--- config.mk ---
export PLATFORM = sky130hd
export DESIGN_NAME = mem_loader_flat
export DESIGN_NICKNAME = d
export VERILOG_FILES = /design/src/rtl/mem_loader_if.sv /design/src/rtl/mem_loader.sv /design/src/flat_wrapper.sv
export SDC_FILE = /design/constraint.sdc
export NUM_CORES = 1
export LEC_CHECK = 0
export ABC_AREA = 0
export CORE_AREA = 2 2 64 66
export DETAILED_ROUTE_END_ITERATION = 10
export DIE_AREA = 0 0 66 68
export PLACE_DENSITY = 0.8
export SKIP_CTS_REPAIR_TIMING = 1
export SLEW_MARGIN = 40
export SYNTH_ARGS = -nofsm -noshare
export SYNTH_HDL_FRONTEND = slang
export SYNTH_SLANG_ARGS = --single-unit
--- constraint.sdc ---
create_clock -name clk_i -period 1.77 [get_ports clk_i]
set_input_delay 0.2655 -clock clk_i [delete_from_list [all_inputs] [get_ports clk_i]]
set_output_delay 0.2655 -clock clk_i [all_outputs]
set_load 0.1 [all_outputs]
--- src/rtl/mem_loader_if.sv ---
// rtl/mem_loader_if.sv - byte-stream in / memory write port out bundle for mem_loader
interface mem_loader_if #(
    parameter int WIDTH = 8,
    parameter int DEPTH = 256
);
    localparam int ADDRW = (DEPTH > 1) ? $clog2(DEPTH) : 1;

    logic             start;
    logic [ADDRW-1:0] base_addr;
    logic [ADDRW:0]   len;
    logic [7:0]       in_data;
    logic             in_valid;
    logic             in_ready;
    logic             we;
    logic [ADDRW-1:0] waddr;
    logic [WIDTH-1:0] wdata;
    logic             busy;
    logic             done;

    modport master (
        output start, base_addr, len, in_data, in_valid,
        input  in_ready, we, waddr, wdata, busy, done
    );

    modport slave (
        input  start, base_addr, len, in_data, in_valid,
        output in_ready, we, waddr, wdata, busy, done
    );
endinterface

--- src/rtl/mem_loader.sv ---
// rtl/mem_loader.sv - packs a byte stream little-endian into words and writes them to a memory block
module mem_loader #(
    parameter int WIDTH = 8,
    parameter int DEPTH = 256
) (
    input  logic         clk_i,
    input  logic         rst_i,
    mem_loader_if.slave  bus
);
    localparam int ADDRW  = (DEPTH > 1) ? $clog2(DEPTH) : 1;
    localparam int NBYTES = WIDTH / 8;
    localparam int BCW    = (NBYTES > 1) ? $clog2(NBYTES) : 1;

    typedef enum logic [1:0] {
        S_IDLE,
        S_COLLECT,
        S_WRITE,
        S_DONE
    } state_t;

    state_t           state_q, state_d;
    logic [ADDRW-1:0] addr_q, addr_d;
    logic [ADDRW:0]   remaining_q, remaining_d;
    logic [BCW-1:0]   bcnt_q, bcnt_d;
    logic [WIDTH-1:0] word_q, word_d;
    logic [WIDTH-1:0] wdata_q, wdata_d;
    logic [ADDRW-1:0] waddr_q, waddr_d;

    always_ff @(posedge clk_i) begin
        if (rst_i) begin
            state_q     <= S_IDLE;
            addr_q      <= '0;
            remaining_q <= '0;
            bcnt_q      <= '0;
            word_q      <= '0;
            wdata_q     <= '0;
            waddr_q     <= '0;
        end else begin
            state_q     <= state_d;
            addr_q      <= addr_d;
            remaining_q <= remaining_d;
            bcnt_q      <= bcnt_d;
            word_q      <= word_d;
            wdata_q     <= wdata_d;
            waddr_q     <= waddr_d;
        end
    end

    always_comb begin
        state_d      = state_q;
        addr_d       = addr_q;
        remaining_d  = remaining_q;
        bcnt_d       = bcnt_q;
        word_d       = word_q;
        wdata_d      = wdata_q;
        waddr_d      = waddr_q;
        bus.in_ready = 1'b0;
        bus.we       = 1'b0;
        bus.done     = 1'b0;

        unique case (state_q)
            S_IDLE: begin
                if (bus.start) begin
                    addr_d      = bus.base_addr;
                    remaining_d = bus.len;
                    bcnt_d      = '0;
                    state_d     = (bus.len == '0) ? S_DONE : S_COLLECT;
                end
            end

            S_COLLECT: begin
                bus.in_ready = 1'b1;
                if (bus.in_valid) begin
                    for (int b = 0; b < NBYTES; b++) begin
                        if (bcnt_q == BCW'(b)) begin
                            word_d[8*b +: 8] = bus.in_data;
                        end
                    end
                    // wdata/waddr are captured here so they stay stable through WRITE and after
                    if (bcnt_q == BCW'(NBYTES - 1)) begin
                        wdata_d = word_d;
                        waddr_d = addr_q;
                        state_d = S_WRITE;
                    end else begin
                        bcnt_d = bcnt_q + 1'b1;
                    end
                end
            end

            S_WRITE: begin
                bus.we      = 1'b1;
                addr_d      = (addr_q == ADDRW'(DEPTH - 1)) ? '0 : addr_q + 1'b1;
                remaining_d = remaining_q - 1'b1;
                bcnt_d      = '0;
                state_d     = (remaining_q == (ADDRW + 1)'(1)) ? S_DONE : S_COLLECT;
            end

            S_DONE: begin
                bus.done = 1'b1;
                state_d  = S_IDLE;
            end

            default: state_d = S_IDLE;
        endcase
    end

    assign bus.waddr = waddr_q;
    assign bus.wdata = wdata_q;
    assign bus.busy  = (state_q != S_IDLE);

endmodule

--- src/flat_wrapper.sv ---
// flat-port wrapper written by rule: the top's interface ports become plain ports
module mem_loader_flat 
#(
    parameter int WIDTH = 8,
    parameter int DEPTH = 256
)
  (clk_i, rst_i, bus_start, bus_base_addr, bus_len, bus_in_data, bus_in_valid, bus_in_ready, bus_we, bus_waddr, bus_wdata, bus_busy, bus_done);
  mem_loader_if #(.WIDTH(WIDTH), .DEPTH(DEPTH)) bus_i ();
  input  logic clk_i;
  input  logic rst_i;
  input wire logic [$bits(bus_i.start)-1:0] bus_start;
  input wire logic [$bits(bus_i.base_addr)-1:0] bus_base_addr;
  input wire logic [$bits(bus_i.len)-1:0] bus_len;
  input wire logic [$bits(bus_i.in_data)-1:0] bus_in_data;
  input wire logic [$bits(bus_i.in_valid)-1:0] bus_in_valid;
  output wire logic [$bits(bus_i.in_ready)-1:0] bus_in_ready;
  output wire logic [$bits(bus_i.we)-1:0] bus_we;
  output wire logic [$bits(bus_i.waddr)-1:0] bus_waddr;
  output wire logic [$bits(bus_i.wdata)-1:0] bus_wdata;
  output wire logic [$bits(bus_i.busy)-1:0] bus_busy;
  output wire logic [$bits(bus_i.done)-1:0] bus_done;
  assign bus_i.start = bus_start;
  assign bus_i.base_addr = bus_base_addr;
  assign bus_i.len = bus_len;
  assign bus_i.in_data = bus_in_data;
  assign bus_i.in_valid = bus_in_valid;
  assign bus_in_ready = bus_i.in_ready;
  assign bus_we = bus_i.we;
  assign bus_waddr = bus_i.waddr;
  assign bus_wdata = bus_i.wdata;
  assign bus_busy = bus_i.busy;
  assign bus_done = bus_i.done;
  mem_loader #(.WIDTH(WIDTH), .DEPTH(DEPTH)) u_core (.clk_i(clk_i), .rst_i(rst_i), .bus(bus_i));
endmodule
==> metrics.md <==
| Metric | Value |
|---|---|
| Status | finished clean |
| Die Y | 68 µm |
| Static leakage | 0.894 nW |
| Met3 usage | 5.10% |
| Worst slew margin | 59.2% |
| Unrepaired setup endpoints after global routing | no |
| Area grow syn2layout | 39.7% |
| Grt total ovfl | 0 |
| Syn nets | 251 |
| Vias per cell | 5.53 |
| Startpoint Class | register |
| Routed Wire Length | 4480 µm |
| GR Util met2 | 31.3% |
| Cell area after synthesis | 0.00173 mm² |
| Fraction of layout cells with a size suffix above 1 | 17.3% |
| Design Power | 1.99 mW |
| Dpl ws | 0.0497 ns |
| I/O pin count | 49 |
| Design area | 0.00242 mm² |
| Top delay family on crit path | flip-flops |
| Clock Skew | 0.00601 ns |
| Syn. warnings | 0 |
| Setup CP Type | register to output port |
| Starting Density | 44.9% |
| Setup slack after layout | 0.143 ns |
| Initial antenna violation count | 0 |
| CTS Buf Count | 5 |
| Area of the die | 0.00449 mm² |
| Met1 Track Usage GR | 29.9% |
| Busiest grt layer | met2 |
| Vias | 1,780 |
| CP Capture Type | output port |
| Final Max Slew Viols | 0 |
| Number of I/O port buffers | 48 |
| Ant. Diodes | 0 |
| Row Count | 23 |
| Peak VDD IR | 0.507 mV |
| Tcrit/Tclk final | 91.9% |
| Vias in the first global route | 1,544 |
| TritonCTS clock tree | built |
| PD cells | 824 mW/mm² |
| FF-to-FF setup slack | 0.15 ns |
| Num Clock Sinks | 35 |
| Clock tree root buffer cell | clkbuf_8 |
| Filler cells | 355 |
| Routability Congestion | 0.931 |
| Req. time, crit path | 1.50 ns |
| First-pass DRT Iterations | 4 |
| Cell count after synthesis | 219 |
| MaxCap Viol Count | 0 |
| Critical path's slowest cell | dfxtp_1 |
| Latest clock arrival within the worst-skew pair | 0.29 ns |
| DRT iter0 DRCs | 76 |
| Max Freq | 615 MHz |
| First-pass GRT wire length | 7270 µm |
| GRT Util Overall | 21.3% |
| Post-Place Cell Area | 0.00233 mm² |
| Hold Crit Class | register to register |
| Die width | 66 µm |
| Pin count of the biggest net entering global routing | 25 |
| WL/cell | 13.9 µm |
| Least-Margin Pin Slew | 0.606 ns |
| Main synth FF type | dfxtp_1 |
| Core region area | 0.00386 mm² |
| Syn avg cell area | 7.91 µm² |
| Reg clk slew, reported paths | 0.08 ns |
| Max FO, Critical Path | 9 |
| Synthesized flop and latch total | 35 |
| Final setup viols | 0 |
| DP HPWL | 3250 µm |
| Max Root-Sink Buffers | 2 |
| Max incr delay on CP | 0.47 ns |
| Post-synthesis sequential area ratio | 40.5% |
| Fin nets | 303 |
| Post-synth ARST share | 0% |
| CP Buf/Inv Count | 2 |
| CP Cell Sequence | nand2b_2, clkinv_2, buf_12 |
| DRC Markers | 0 |
| Final hold violation count | 0 |
| EDFF count, synth | 0 |
| CTS HTree Levels | 2 |
| Min Tclk post-route | 1.63 ns |
| Yosys cell types | 48 |
| Arr. time, crit path | 1.36 ns |
| Antenna viol nets, final | 0 |
-- sequential cells by signal (all words and copies together) (netlist names) --
signal	flops
u_core.bus.wdata	8
u_core.remaining_q	9
u_core.addr_q	8
u_core.state_q	2
u_core.bus.waddr	8
-- cell usage in the layout, fill, tap and decap left out, types with 2 or more instances in the layout --
master | synthesis | layout
clkbuf_8 | 0 | 5
buf_12 | 0 | 7
clkdlybuf4s50_1 | 0 | 28
a21oi_1 | 24 | 24
ha_1 | 3 | 3
buf_4 | 3 | 23
a22oi_1 | 4 | 4
o21ai_0 | 5 | 5
dfxtp_1 | 35 | 35
nor3_1 | 5 | 5
inv_1 | 7 | 7
nand2b_1 | 3 | 2
and2_1 | 2 | 2
clkinvlp_4 | 0 | 2
clkinv_2 | 0 | 2
a211oi_1 | 4 | 4
a221oi_1 | 3 | 3
nand3_1 | 7 | 7
nor2_1 | 12 | 12
a311oi_1 | 4 | 4
a31oi_1 | 5 | 5
nand2_1 | 45 | 45
o22ai_1 | 4 | 4
and3_1 | 3 | 3
a32oi_1 | 2 | 2
nor4_1 | 5 | 5
o21a_1 | 2 | 2
-- power breakdown --
part / total, mW / internal [mW] / switching [mW]
Combinational: 0.516 / 0.211 / 0.305
Sequential: 0.895 / 0.836 / 0.0586
Clock: 0.582 / 0.274 / 0.308
Total: 1.99 / 1.32 / 0.672
-- metal layers --
metal | vias to the layer above | share of wire [%]
li1 | 895 | -
met1 | 835 | 47
met2 | 46 | 47
met3 | 4 | 5.2
met4 | 0 | 1.3
met5 | - | 0
-- stage by stage --
step	setup TNS [ns]	instances	util, %	hold WS [ns]
2_1_floorplan	0	219	-	0.402
3_3_place_gp	0	314	60.4	0.443
3_5_place_dp	0	314	60.4	0.447
4_1_cts	-0.000669	322	62.7	0.458
5_1_grt	0	322	62.8	0.481
6_report	0	322	62.8	0.456
-- worst min-delay path: cells and delay by family (launching register included) --
family             cells  cell delay [ns]
and+or+nand+nor        1             0.05
DFF                    1             0.31
AOI/OAI and AO/OA      1             0.05
-- logic make-up after synthesis --
kind of cell / synth area share [%]
AND/OR/NAND/NOR: 24.6
AO/OA/AOI/OAI: 26.2
flip-flops: 40.5
buffers and inverters: 5.49
adder cells (fa/ha/maj): 2.17
XOR/XNOR: 0.506
multiplexers: 0.578
-- Yosys cell counts (all sizes together) (4+ instances only) --
| cell type | count | area [µm²] |
|---|---|---|
| a211oi | 4 | 30.0 |
| a21oi | 24 | 120 |
| a22oi | 4 | 30.0 |
| a311oi | 4 | 35.0 |
| a31oi | 5 | 31.3 |
| buf | 7 | 41.3 |
| clkbuf | 6 | 23.8 |
| dfxtp | 35 | 701 |
| inv | 7 | 26.3 |
| nand2 | 45 | 169 |
| nand3 | 7 | 35.0 |
| nor2 | 12 | 45.0 |
| nor3 | 5 | 25.0 |
| nor4 | 5 | 31.3 |
| o21ai | 5 | 25.0 |
| o22ai | 4 | 25.0 |
-- path summary, 6_finish.rpt --
kind                                             from                    end  cells past startpoint
worst max register to register  u_core.remaining_q[0]  u_core.remaining_q[6]                      6
worst min register to register    u_core.bus.waddr[6]    u_core.bus.waddr[6]                      2
worst max-delay path                u_core.state_q[1]                 bus_we                      3
worst min-delay path              u_core.bus.waddr[6]    u_core.bus.waddr[6]                      2
-- area by class of cell --
cell class | instances | area, µm² | area share [%]
inverter | 8 | 31.3 | 1.29
clock inverter | 3 | 20.0 | 0.827
sequential | 35 | 701 | 29.0
clock buffer | 5 | 68.8 | 2.84
multi-input combinational | 163 | 943 | 39.0
tap | 50 | 62.6 | 2.59
timing repair buffer | 58 | 593 | 24.5
No activity file was read; power rests on OpenSTA's default activity.
